**config.mk**
```make
export PLATFORM = sky130hd
export DESIGN_NAME = multi_cycle_core_flat
export DESIGN_NICKNAME = d
export VERILOG_FILES = /design/src/rtl/multi_cycle_core_if.sv /design/src/rtl/multi_cycle_core.sv /design/src/flat_wrapper.sv
export SDC_FILE = /design/constraint.sdc
export NUM_CORES = 1
export LEC_CHECK = 0
export CAP_MARGIN = 20
export CORE_MARGIN = 1.5
export CORE_UTILIZATION = 55
export CTS_BUF_LIST = sky130_fd_sc_hd__clkbuf_4
export DETAILED_ROUTE_END_ITERATION = 12
export PLACE_DENSITY_LB_ADDON = 0.1
export SYNTH_ARGS = -nofsm -noshare
export SYNTH_HDL_FRONTEND = slang
export SYNTH_SLANG_ARGS = --single-unit
```
**constraint.sdc**
```tcl
create_clock -name clk -period 7.5 [get_ports clk]
set_input_delay 2.25 -clock clk [delete_from_list [all_inputs] [get_ports clk]]
set_output_delay 2.25 -clock clk [all_outputs]
set_load 0.005 [all_outputs]
```
**src/rtl/multi_cycle_core_if.sv**
```systemverilog
// Instruction and data memory bus for multi_cycle_core.
// master modport: the core side (drives requests, receives acks).
// slave modport: the memory side (receives requests, drives acks).
//   imem_req/imem_addr     : instruction fetch request and word address
//   imem_ack/imem_rdata    : fetch acknowledge, instruction word valid with ack
//   dmem_req/dmem_we       : data access request, write enable
//   dmem_addr/dmem_wdata   : data word address and store data
//   dmem_ack/dmem_rdata    : data acknowledge, load data valid with ack
interface multi_cycle_core_if #(
    parameter int ADDR_WIDTH = 16,
    parameter int DATA_WIDTH = 16
);
    logic                  imem_req;
    logic [ADDR_WIDTH-1:0] imem_addr;
    logic                  imem_ack;
    logic [15:0]           imem_rdata;
    logic                  dmem_req;
    logic                  dmem_we;
    logic [ADDR_WIDTH-1:0] dmem_addr;
    logic [DATA_WIDTH-1:0] dmem_wdata;
    logic                  dmem_ack;
    logic [DATA_WIDTH-1:0] dmem_rdata;

    modport master (
        output imem_req, imem_addr, dmem_req, dmem_we, dmem_addr, dmem_wdata,
        input  imem_ack, imem_rdata, dmem_ack, dmem_rdata
    );

    modport slave (
        input  imem_req, imem_addr, dmem_req, dmem_we, dmem_addr, dmem_wdata,
        output imem_ack, imem_rdata, dmem_ack, dmem_rdata
    );
endinterface

```
**src/rtl/multi_cycle_core.sv**
```systemverilog
// Multi-cycle 16-bit core: FETCH -> DECODE -> EXEC -> (MEM) -> (WB).
// Ports:
//   clk   : single clock, rising edge
//   reset : asynchronous, active-high
//   bus   : instruction/data memory bus (master side)
//   sw    : switch inputs, visible as the highest register
//   Led   : low bits of register 1, registered
//   state : current FSM state code (FETCH 0, DECODE 1, EXEC 2, MEM 3, WB 4)
module multi_cycle_core #(
    parameter int DATA_WIDTH   = 16,
    parameter int ADDR_WIDTH   = 16,
    parameter int REG_WIDTH    = 3,
    parameter int IMM_WIDTH    = 7,
    parameter int SWITCH_WIDTH = 8,
    parameter int LED_WIDTH    = 8
) (
    input  logic                    clk,
    input  logic                    reset,
    multi_cycle_core_if.master      bus,
    input  logic [SWITCH_WIDTH-1:0] sw,
    output logic [LED_WIDTH-1:0]    Led,
    output logic [2:0]              state
);
    localparam int NUM_REGS = 2 ** REG_WIDTH;
    localparam logic [REG_WIDTH-1:0] SW_REG = REG_WIDTH'(NUM_REGS - 1);
    localparam logic [REG_WIDTH-1:0] LED_REG = REG_WIDTH'(1);

    typedef enum logic [2:0] {
        FETCH  = 3'd0,
        DECODE = 3'd1,
        EXEC   = 3'd2,
        MEM    = 3'd3,
        WB     = 3'd4
    } state_t;

    typedef enum logic [2:0] {
        OP_ADD  = 3'd0,
        OP_SUB  = 3'd1,
        OP_AND  = 3'd2,
        OP_OR   = 3'd3,
        OP_ADDI = 3'd4,
        OP_LW   = 3'd5,
        OP_SW   = 3'd6,
        OP_BEQ  = 3'd7
    } opcode_t;

    state_t                cur_state;
    state_t                next_state;
    logic [ADDR_WIDTH-1:0] pc;
    logic [15:0]           ir;
    logic [DATA_WIDTH-1:0] a;
    logic [DATA_WIDTH-1:0] b;
    logic [DATA_WIDTH-1:0] imm_ext;
    logic [DATA_WIDTH-1:0] alu_out;
    logic [DATA_WIDTH-1:0] mdr;
    logic [DATA_WIDTH-1:0] regs [NUM_REGS];

    opcode_t               opcode;
    logic [REG_WIDTH-1:0]  rs;
    logic [REG_WIDTH-1:0]  rt;
    logic [REG_WIDTH-1:0]  rd;
    logic [DATA_WIDTH-1:0] rs_data;
    logic [DATA_WIDTH-1:0] rt_data;
    logic [DATA_WIDTH-1:0] alu_result;
    logic                  branch_taken;
    logic [REG_WIDTH-1:0]  wb_dest;
    logic [DATA_WIDTH-1:0] wb_data;
    logic                  wb_enable;
    logic                  fetch_req;
    logic                  mem_req;
    logic                  mem_we;

    assign opcode = opcode_t'(ir[15:13]);
    assign rs     = ir[12:10];
    assign rt     = ir[9:7];
    assign rd     = ir[6:4];
    assign state  = cur_state;

    // Register 0 is hard zero and the top register mirrors the switches,
    // so the storage behind those two indices is never consulted.
    always_comb begin
        rs_data = regs[rs];
        rt_data = regs[rt];
        if (rs == '0) begin
            rs_data = '0;
        end else if (rs == SW_REG) begin
            rs_data = DATA_WIDTH'(sw);
        end
        if (rt == '0) begin
            rt_data = '0;
        end else if (rt == SW_REG) begin
            rt_data = DATA_WIDTH'(sw);
        end
    end

    // ALU: R-type ops use B, ADDI/LW/SW use the immediate for the address sum.
    always_comb begin
        alu_result = a + imm_ext;
        case (opcode)
            OP_ADD:  alu_result = a + b;
            OP_SUB:  alu_result = a - b;
            OP_AND:  alu_result = a & b;
            OP_OR:   alu_result = a | b;
            default: alu_result = a + imm_ext;
        endcase
    end

    // PC already points at the next instruction by EXEC, so PC+imm is PC+1+imm
    // relative to the branch itself.
    assign branch_taken = (opcode == OP_BEQ) && (a == b);

    // R-type writes rd, ADDI/LW write rt; writes to r0 and the switch register vanish.
    always_comb begin
        wb_dest   = (opcode inside {OP_ADD, OP_SUB, OP_AND, OP_OR}) ? rd : rt;
        wb_data   = (opcode == OP_LW) ? mdr : alu_out;
        wb_enable = (cur_state == WB) && (wb_dest != '0) && (wb_dest != SW_REG);
    end

    // State register.
    always_ff @(posedge clk or posedge reset) begin
        if (reset) begin
            cur_state <= FETCH;
        end else begin
            cur_state <= next_state;
        end
    end

    // Next-state logic and bus request strobes. Acks only matter in the state
    // that issued the matching request.
    always_comb begin
        next_state = cur_state;
        fetch_req  = 1'b0;
        mem_req    = 1'b0;
        mem_we     = 1'b0;
        case (cur_state)
            FETCH: begin
                fetch_req = 1'b1;
                if (bus.imem_ack) begin
                    next_state = DECODE;
                end
            end
            DECODE: begin
                next_state = EXEC;
            end
            EXEC: begin
                if (opcode == OP_LW || opcode == OP_SW) begin
                    next_state = MEM;
                end else if (opcode == OP_BEQ) begin
                    next_state = FETCH;
                end else begin
                    next_state = WB;
                end
            end
            MEM: begin
                mem_req = 1'b1;
                mem_we  = (opcode == OP_SW);
                if (bus.dmem_ack) begin
                    next_state = (opcode == OP_LW) ? WB : FETCH;
                end
            end
            WB: begin
                next_state = FETCH;
            end
            default: begin
                next_state = FETCH;
            end
        endcase
    end

    // Gating with reset keeps the strobes low while reset holds the FSM in FETCH.
    assign bus.imem_req   = fetch_req & ~reset;
    assign bus.imem_addr  = pc;
    assign bus.dmem_req   = mem_req & ~reset;
    assign bus.dmem_we    = mem_we & ~reset;
    assign bus.dmem_addr  = alu_out[ADDR_WIDTH-1:0];
    assign bus.dmem_wdata = b;

    // Datapath registers, register file and LED latch. Led is written on the
    // same edge as register 1 so it never lags the register contents.
    always_ff @(posedge clk or posedge reset) begin
        if (reset) begin
            pc      <= '0;
            ir      <= '0;
            a       <= '0;
            b       <= '0;
            imm_ext <= '0;
            alu_out <= '0;
            mdr     <= '0;
            Led     <= '0;
            for (int i = 0; i < NUM_REGS; i++) begin
                regs[i] <= '0;
            end
        end else begin
            case (cur_state)
                FETCH: begin
                    if (bus.imem_ack) begin
                        ir <= bus.imem_rdata;
                        pc <= pc + ADDR_WIDTH'(1);
                    end
                end
                DECODE: begin
                    a       <= rs_data;
                    b       <= rt_data;
                    imm_ext <= {{(DATA_WIDTH-IMM_WIDTH){ir[IMM_WIDTH-1]}}, ir[IMM_WIDTH-1:0]};
                end
                EXEC: begin
                    alu_out <= alu_result;
                    if (branch_taken) begin
                        pc <= pc + imm_ext[ADDR_WIDTH-1:0];
                    end
                end
                MEM: begin
                    if (bus.dmem_ack && opcode == OP_LW) begin
                        mdr <= bus.dmem_rdata;
                    end
                end
                WB: begin
                    if (wb_enable) begin
                        regs[wb_dest] <= wb_data;
                        if (wb_dest == LED_REG) begin
                            Led <= wb_data[LED_WIDTH-1:0];
                        end
                    end
                end
                default: begin
                end
            endcase
        end
    end
endmodule

```
**src/flat_wrapper.sv**
```systemverilog
// flat-port wrapper written by rule: the top's interface ports become plain ports
module multi_cycle_core_flat 
#(
    parameter int DATA_WIDTH   = 16,
    parameter int ADDR_WIDTH   = 16,
    parameter int REG_WIDTH    = 3,
    parameter int IMM_WIDTH    = 7,
    parameter int SWITCH_WIDTH = 8,
    parameter int LED_WIDTH    = 8
)
  (clk, reset, sw, Led, state, bus_imem_req, bus_imem_addr, bus_dmem_req, bus_dmem_we, bus_dmem_addr, bus_dmem_wdata, bus_imem_ack, bus_imem_rdata, bus_dmem_ack, bus_dmem_rdata);
  multi_cycle_core_if #(.ADDR_WIDTH(ADDR_WIDTH), .DATA_WIDTH(DATA_WIDTH)) bus_i ();
  input  logic clk;
  input  logic reset;
  input  logic [SWITCH_WIDTH-1:0] sw;
  output logic [LED_WIDTH-1:0] Led;
  output logic [2:0] state;
  output wire logic [$bits(bus_i.imem_req)-1:0] bus_imem_req;
  output wire logic [$bits(bus_i.imem_addr)-1:0] bus_imem_addr;
  output wire logic [$bits(bus_i.dmem_req)-1:0] bus_dmem_req;
  output wire logic [$bits(bus_i.dmem_we)-1:0] bus_dmem_we;
  output wire logic [$bits(bus_i.dmem_addr)-1:0] bus_dmem_addr;
  output wire logic [$bits(bus_i.dmem_wdata)-1:0] bus_dmem_wdata;
  input wire logic [$bits(bus_i.imem_ack)-1:0] bus_imem_ack;
  input wire logic [$bits(bus_i.imem_rdata)-1:0] bus_imem_rdata;
  input wire logic [$bits(bus_i.dmem_ack)-1:0] bus_dmem_ack;
  input wire logic [$bits(bus_i.dmem_rdata)-1:0] bus_dmem_rdata;
  assign bus_imem_req = bus_i.imem_req;
  assign bus_imem_addr = bus_i.imem_addr;
  assign bus_dmem_req = bus_i.dmem_req;
  assign bus_dmem_we = bus_i.dmem_we;
  assign bus_dmem_addr = bus_i.dmem_addr;
  assign bus_dmem_wdata = bus_i.dmem_wdata;
  assign bus_i.imem_ack = bus_imem_ack;
  assign bus_i.imem_rdata = bus_imem_rdata;
  assign bus_i.dmem_ack = bus_dmem_ack;
  assign bus_i.dmem_rdata = bus_dmem_rdata;
  multi_cycle_core #(.DATA_WIDTH(DATA_WIDTH), .ADDR_WIDTH(ADDR_WIDTH), .REG_WIDTH(REG_WIDTH), .IMM_WIDTH(IMM_WIDTH), .SWITCH_WIDTH(SWITCH_WIDTH), .LED_WIDTH(LED_WIDTH)) u_core (.clk(clk), .reset(reset), .bus(bus_i), .sw(sw), .Led(Led), .state(state));
endmodule
```
== Word-level counts from Yosys, hierarchy flattened ==
Index checks and enable logic that the tools add are counted.
Word-level totals
  bits in registers: 242
  input port bits: 44
  output and inout port bits: 62
  word-level logic and storage cells: 100
Cells by class
  $add $sub $neg: 5
  order comparisons: 4
  eq/ne operators: 18
  mux-type cells: 28
  bitwise gates (word level): 9
  reductions and logical operators: 19
Operators with widths (count)
  16-bit 2-to-1 mux: 12
  128-bit bitwise mux: 1
  16-bit binary-select mux with 3-bit select: 2
  16-bit one-hot mux with 4 select lines: 1
  16-bit adder: 3
  16-bit demux with 3-bit select: 1
  16-bit one-hot mux with 2 select lines: 1
  3-bit equality test, second input constant: 6
  3-bit 2-to-1 mux: 6
  16-bit by 1-bit adder with 16-bit output, second input constant: 1
  16-bit bitwise AND: 1
  16-bit equality test: 1
  16-bit bitwise OR: 1
  16-bit subtractor: 1
  3-bit by 2-bit equality test with 1-bit output, second input constant: 4
  4-bit >= comparator, second input constant: 3
  3-bit logical NOT: 4
  3-bit inverter with 4-bit output: 3
  3-bit one-hot mux with 4 select lines: 1
  3-bit by 1-bit equality test with 1-bit output, second input constant: 3
  2-bit AND reduction: 4
  3-bit AND reduction: 2
  1-bit logical AND: 5
  4-bit by 1-bit < comparator with 1-bit output, second input constant: 1
  10 further kinds: 15

== Longest topological paths before layout ==
Gate-level depths: netlist (run 1).
  depth in word-level cells: 9
  gate-level depth with buffers: 14
  mapped depth without buffers: 11

== Worst setup path before layout (run 1) ==
Ideal clock, no wire load.
  kind: input-to-output
  start: input reset
  end: output bus_dmem_we
  data arrival time: 2.546 ns
  path slack: 2.704 ns
  cell stages on the path: 1
  path through: nor4_1
On the way
  longest elaborated chain between the ends: 2
Ends and longest elaborated chain
  start, declared: line flat_wrapper.sv:14  | input logic reset;
  1-bit inverter: line multi_cycle_core.sv:174  | assign bus.dmem_we = mem_we & ~reset;
  1-bit bitwise AND: line multi_cycle_core.sv:174
  end, declared: line flat_wrapper.sv:21  | output wire logic [$bits(bus_i.dmem_we)-1:0] bus_dmem_we;
Every way passes these cells.

== Worst setup path after layout (run 1) ==
Ends and elaborated chain as after synthesis.

==> metrics.md, run 1 <==
| Metric | Value |
|---|---|
| Worst stage delay on the critical path | `550 ps` |
| Clk root buf | `clkbuf_4` |
| Post-DP HPWL | `23310 µm` |
| Most common cell after layout, fill and taps aside | `dfrtp_1` |
| Area leader, netlist | `dfrtp_1` |
| Leakage | `6.663 nW` |
| Setup TNS | `0 ps` |
| Critical Path Most Common Cell | `clkdlybuf4s50_1` |
| I/O pins | `106` |
| Register area | `5255 µm²` |
| Port buffer count | `105` |
| CTS max path bufs | `3` |
| Startpoint types | `primary input` |
| CTS buffer count | `57` |
| Setup ws final | `1669 ps` |
| Post-synth EDFFs | `0` |
| Synth top area share | `0.4156` |
| Vias in the first global route | `10.20k` |
| Critical path required time | `5250 ps` |
| Layout cells sized above 1 | `0.1479` |
| Syn Area/Cell | `9.500 µm²` |
| Htree depth | `2` |
| First-pass GRT wire length | `55170 µm` |
| Mapped Cells | `1331` |
| Slowest CP cell | `clkdlybuf4s50_1` |
| Antenna violations before repair | `1` |
| Critical-path cell list | `clkdlybuf4s50_1 -> nor4_1 -> clkdlybuf4s50_1` |
| DRC violations left | `0` |
| Top post-synthesis cells by area | `dfrtp_1, mux2_2, ha_1` |
| Clock-pin slew on the worst setup and hold paths | `60 ps` |
| Yosys cell types | `66` |
| Synth Warn # | `0` |
| Post-CTS Resized | `0` |
| Top Family by Delay on Critical Path | `buffers and inverters` |
| Vias | `10.50k` |
| Starting density of the core | `0.5602` |
| Synth async-reset ratio | `1.000` |
| Worst-Margin Slew | `838.8 ps` |
| 1st-iter DRT viols | `725` |
| Worst Skew | `23.83 ps` |
| Die span in y | `154.6 µm` |
| Placer Congestion | `0.9316` |
| # setup viols final | `0` |
| Max Clk Rate | `171.5 MHz` |
| Slew margin rel. | `0.4408` |
| Peak VDD IR | `0.3027 mV` |
| Pin count of the biggest net entering global routing | `124` |
| Post-Place Cells | `1653` |
| Die width | `154.6 µm` |
| Total setup buffers inserted after CTS | `0` |
| First-pass iteration count of the detailed router | `5` |
| CTS tree | `built` |
| Final #Nets | `1549` |
| Number of max-cap violations | `0` |
| Hold buffers post-CTS | `0` |
| Crit path time final | `5831 ps` |
| GRT Util Overall | `0.2945` |
| Per-cell routed wire length | `19.46 µm` |
| Critical path type | `primary input to primary output` |
| Synth Flop Type | `dfrtp_1` |
| Die area | `23910 µm²` |
| Multi-input logic area | `6869 µm²` |
| FP Rows | `55` |
| Register area share after synthesis | `0.4156` |
| Via density | `5.965` |
| Tcrit/Tclk final | `0.7775` |
| Final Routed Wirelength | `34250 µm` |
| Status | `completed` |
| Max Slew Vio Count | `0` |
| Synth Register Bits | `210` |
| Area growth, synth to finish | `16.53%` |
| Later-pin clock latency in the skew report | `680 ps` |
| P per Cell Area | `464.5 nW/µm²` |
| Final core occ | `0.6528` |
| RSZ-0062 raised after global routing | `false` |
| Total gr overflow | `0` |
| Layout fillers | `1921` |
| Final hold vios | `0` |
| Antenna Nets Post-Route | `0` |
| Fin cells | `1760` |
| CP Max Fanout | `4` |
| Post-synth net total | `1448` |
| Post-synthesis cell area | `12640 µm²` |
| Critical path capture point type | `primary output` |
| Clk sink count | `210` |
| Core box area | `22570 µm²` |
| Dpl ws | `1661 ps` |
| WP buf/inv | `2` |
| Commonest cells after routing, fill and taps aside | `dfrtp_1, nand2_1, o21ai_0, clkdlybuf4s50_1, nor2_1` |
| Hold Path Class | `register to register` |
| Arrival time at the worst endpoint | `3580 ps` |
## Yosys cell counts (19+ instances only)
master	instances
a211oi_1	26
a21o_1	33
a21oi_1	93
clkbuf_1	67
dfrtp_1	210
ha_1	70
inv_1	54
mux2_2	80
mux2i_1	38
nand2_1	139
nand3_1	21
nor2_1	104
o21a_1	19
o21ai_0	130
xnor2_1	26
## report_power, final
part / internal (mW) / switching (mW)
clock network: 0.580 / 0.485
logic: 1.66 / 1.94
registers: 1.62 / 0.560
total: 3.85 / 2.99
## worst paths after layout
path | startpoint | endpoint | slack (ps) | depth (start not counted)
worst max-delay path | reset | bus_dmem_we | 1670 | 3
worst min-delay path | u_core.bus.imem_addr[15] | u_core.bus.imem_addr[15] | 470 | 1
max in group asynchronous | reset | u_core.Led[6] | 4240 | 3
worst min register to register | u_core.bus.imem_addr[15] | u_core.bus.imem_addr[15] | 470 | 1
worst max register to register | u_core.ir[14] | u_core.bus.dmem_addr[13] | 3410 | 12
min in group asynchronous | reset | u_core.bus.imem_addr[14] | 2050 | 2
## kinds of logic (layout without fill, tap and decap cells)
logic type | count (synthesis) | after routing | synth area share
buf+inv | 139 | 282 | 0.04205
flops | 210 | 210 | 0.4156
mux | 134 | 134 | 0.1298
compound gates | 389 | 389 | 0.1900
simple gates | 353 | 353 | 0.1257
fa+ha+maj | 73 | 73 | 0.07402
xor+xnor | 33 | 33 | 0.02286
other cells | 0 | 1 | 0
## per-stage QoR
step | area (µm²) | power [mW] | hold slack (ps)
floorplan | 12650 | 4.584 | 460.4
global placement | 13880 | 5.653 | 458.1
detailed placement | 13880 | 5.732 | 461.6
CTS | 14630 | 6.834 | 470.4
global route | 14740 | 7.393 | 487.0
finish | 14740 | 6.844 | 467.1
## area by class of cell
| cell class | instances | share of cell area |
|---|---|---|
| diodes | 1 | 0.0001698 |
| clock buffers | 84 | 0.04280 |
| clock inverters | 17 | 0.008406 |
| well taps | 285 | 0.02420 |
| repair buffers | 127 | 0.08763 |
| inverters | 54 | 0.01401 |
| multi-input cells | 982 | 0.4662 |
| flip-flops and latches | 210 | 0.3566 |
## sequential cells by signal (all words and copies together) (netlist names)
name / flops
u_core.Led: 8
u_core.a: 16
u_core.bus.dmem_addr: 16
u_core.bus.dmem_wdata: 16
u_core.bus.imem_addr: 16
u_core.imm_ext: 7
u_core.ir: 16
u_core.mdr: 16
u_core.regs: 96
u_core.state: 3
## routing by layer
layer,GRT usage,share of wire,vias up
met2,0.4620,0.46,354
met4,0.1021,0.024,0
met1,0.4064,0.44,5088
met3,0.06276,0.074,63
met5,0,0,-
li1,-,-,4994
(Power assumes the default switching activity.)
==> run 2: changes to the inputs <==
clock period = 5.3 ns   (was 7.5 ns; I/O delays follow)
==> metrics.md, run 2 (synthesis results as in run 1) <==
| Metric | Value |
|---|---|
| GR Util met1 | `0.4133 (+0.006884)` |
| Peak VDD IR | `0.3271 mV (+8.0%)` |
| # setup viols final | `0 (unchanged)` |
| Gr busiest metal | `met2` |
| Per-cell routed wire length | `19.45 µm (about the same)` |
| Startpoint types | `primary input` |
| Post-DP HPWL | `23770 µm (+2.0%)` |
| Port buffer count | `105 (unchanged)` |
| Clk sink count | `210 (unchanged)` |
| Clk root buf | `clkbuf_4` |
| Placer Congestion | `0.9377 (+0.65%)` |
| Critical path required time | `3710 ps (-1540 ps)` |
| Critical Path Most Common Cell | `clkdlybuf4s50_1` |
| Crit path time final | `4550 ps` |
| Max Clk Rate | `219.8 MHz` |
| RSZ-0062 raised after global routing | `false` |
| Part of the power in the clock network | `0.150 (-0.006)` |
| Slew margin rel. | `0.2866 (-0.1542)` |
| Via density | `5.935 (-0.51%)` |
| Htree depth | `2 (unchanged)` |
| Final Routed Wirelength | `34250 µm (about the same)` |
| Slowest CP cell | `clkdlybuf4s50_1` |
| Commonest cells after routing, fill and taps aside | `dfrtp_1, nand2_1, o21ai_0, clkdlybuf4s50_1, nor2_1` |
| Total gr overflow | `0 (unchanged)` |
| Setup ws final | `749.6 ps (-919.4 ps)` |
| Leakage | `6.648 nW (-0.22%)` |
| Power share of the combinational group | `0.527 (about the same)` |
| Critical path capture point type | `primary output` |
| Number of max-cap violations | `0 (unchanged)` |
| Arrival time at the worst endpoint | `2960 ps (-620 ps)` |
| DRC violations left | `0 (unchanged)` |
| Final core occ | `0.6513 (-0.001497)` |
| Largest Register | `u_core.regs` |
| Vias | `10.45k (-0.46%)` |
| Pin count of the biggest net entering global routing | `82 (-34%)` |
| Worst Skew | `65.63 ps (+41.80 ps)` |
| FP Rows | `55 (unchanged)` |
| Most common cell after layout, fill and taps aside | `dfrtp_1` |
| Net Sw Frac | `0.4366 (about the same)` |
| Antenna violations before repair | `1 (unchanged)` |
| I/O pins | `106 (unchanged)` |
| Max Slew Vio Count | `0 (unchanged)` |
| Clock-pin slew on the worst setup and hold paths | `60 ps (about the same)` |
| Critical path type | `primary input to primary output` |
| 1st-iter DRT viols | `775 (+6.9%)` |
| CTS tree | `built` |
| Dpl ws | `748.9 ps (-912.2 ps)` |
| Critical-path cell list | `clkdlybuf4s50_1 -> nor4_1 -> clkdlybuf4s50_1` |
| CTS max path bufs | `3 (unchanged)` |
| CTS buffer count | `58 (+1.8%)` |
| Die area | `23910 µm² (unchanged)` |
| Tcrit/Tclk final | `0.8586` |
| Grt met3 use | `0.04959 (-0.01317)` |
| NetSw | `4.196 mW (+40%)` |
| Vias in the first global route | `10.23k (+0.29%)` |
| Core box area | `22570 µm² (unchanged)` |
| Tot Pwr | `9.610 mW (+40%)` |
| Hold buffers post-CTS | `0 (unchanged)` |
| Total setup buffers inserted after CTS | `0 (unchanged)` |
| WP buf/inv | `2 (unchanged)` |
| Status | `completed` |
| Layout cells sized above 1 | `0.1464 (-0.001456)` |
| Antenna Nets Post-Route | `0 (unchanged)` |
| Reg power frac | `0.323 (+0.005)` |
| Worst stage delay on the critical path | `560 ps (about the same)` |
| CP Max Fanout | `4 (unchanged)` |
| Hold slack | `477.5 ps (+10.39 ps)` |
| Hold Path Class | `register to register` |
| Final hold vios | `0 (unchanged)` |
| Die span in y | `154.6 µm (unchanged)` |
| Die width | `154.6 µm (unchanged)` |
| Worst-Margin Slew | `1068 ps (+228.8 ps)` |
| First-pass GRT wire length | `54720 µm (-0.82%)` |
| P per Cell Area | `653.7 nW/µm² (+41%)` |
| Top Family by Delay on Critical Path | `buffers and inverters` |
| GRT Util Overall | `0.2914 (-0.003105)` |
| Post-CTS Resized | `0 (unchanged)` |
| Setup TNS | `0 ps (unchanged)` |
| First-pass iteration count of the detailed router | `5 (unchanged)` |
| Starting density of the core | `0.5602 (unchanged)` |
| Met2 usage | `0.4629 (+0.0008580)` |
| Final #Nets | `1552 (+0.19%)` |
| Cell Int Power | `5.415 mW (+40%)` |
| Max reg flops | `96 (unchanged)` |
| Later-pin clock latency in the skew report | `690 ps (about the same)` |
| Area growth, synth to finish | `16.27%` |
## run 2: cell types whose count changed in the layout (fill, tap and decap cells not counted), sizes merged
cell	change
buf	+2
clkinvlp	-1
clkbuf	+1
bufinv	-1
## run 2: per-stage QoR
| step | instance area [µm²] | cells |
|---|---|---|
| after floorplan | 12650 | 1331 |
| after global placement | 13920 | 1657 |
| after detailed placement | 13920 | 1657 |
| after CTS | 14640 | 1757 |
| after global routing | 14700 | 1761 |
| final | 14700 | 1761 |
## run 2: path summary, 6_finish.rpt
path / startpoint / endpoint / slack (ps) / depth (start not counted)
hold reg to reg: u_core.bus.imem_addr[15] / u_core.bus.imem_addr[15] / 480 / 1
setup reg to reg: u_core.ir[14] / u_core.bus.dmem_addr[13] / 1640 / 11
max in group asynchronous: reset / u_core.regs[97] / 3080 / 3
hold / removal: u_core.bus.imem_addr[15] / u_core.bus.imem_addr[15] / 480 / 1
min in group asynchronous: reset / u_core.bus.dmem_addr[13] / 1410 / 2
setup / recovery: reset / bus_dmem_we / 750 / 3
## run 2: area by class of cell
type | instances | area (µm²)
flip-flops and latches | 210 | 5255
fillers | 1932 | 7870
inverters | 54 | 206.4
multi-input cells | 982 | 6869
clock buffers | 85 | 638.1
clock inverters | 15 | 82.58
well taps | 285 | 356.6
diodes | 1 | 2.502
repair buffers | 129 | 1291
## run 2: worst reg2reg max path: cells and delay by family (launching register included)
family | cells | cell delay [ps]
simple gates | 2 | 300
mux | 1 | 370
compound gates | 5 | 1630
xor+xnor | 1 | 170
fa+ha+maj | 1 | 340
buf+inv | 1 | 300
flops | 1 | 390
## run 2: routing by layer
metal  part of all wire  up-vias
met2               0.46      320
met3              0.063       42
li1                   -     4996
met4              0.017        0
met1               0.46     5093
met5                  0        -
## run 2: power groups by stage
stage               logic, mW  clock network [mW]  registers (mW)
detailed placement       5.01                   0            3.11
CTS                      5.04                1.48            3.09
global route             5.61                1.57            3.19
global placement         4.91                   0            3.08
floorplan                3.73                   0            2.76
finish                   5.07                1.44            3.11
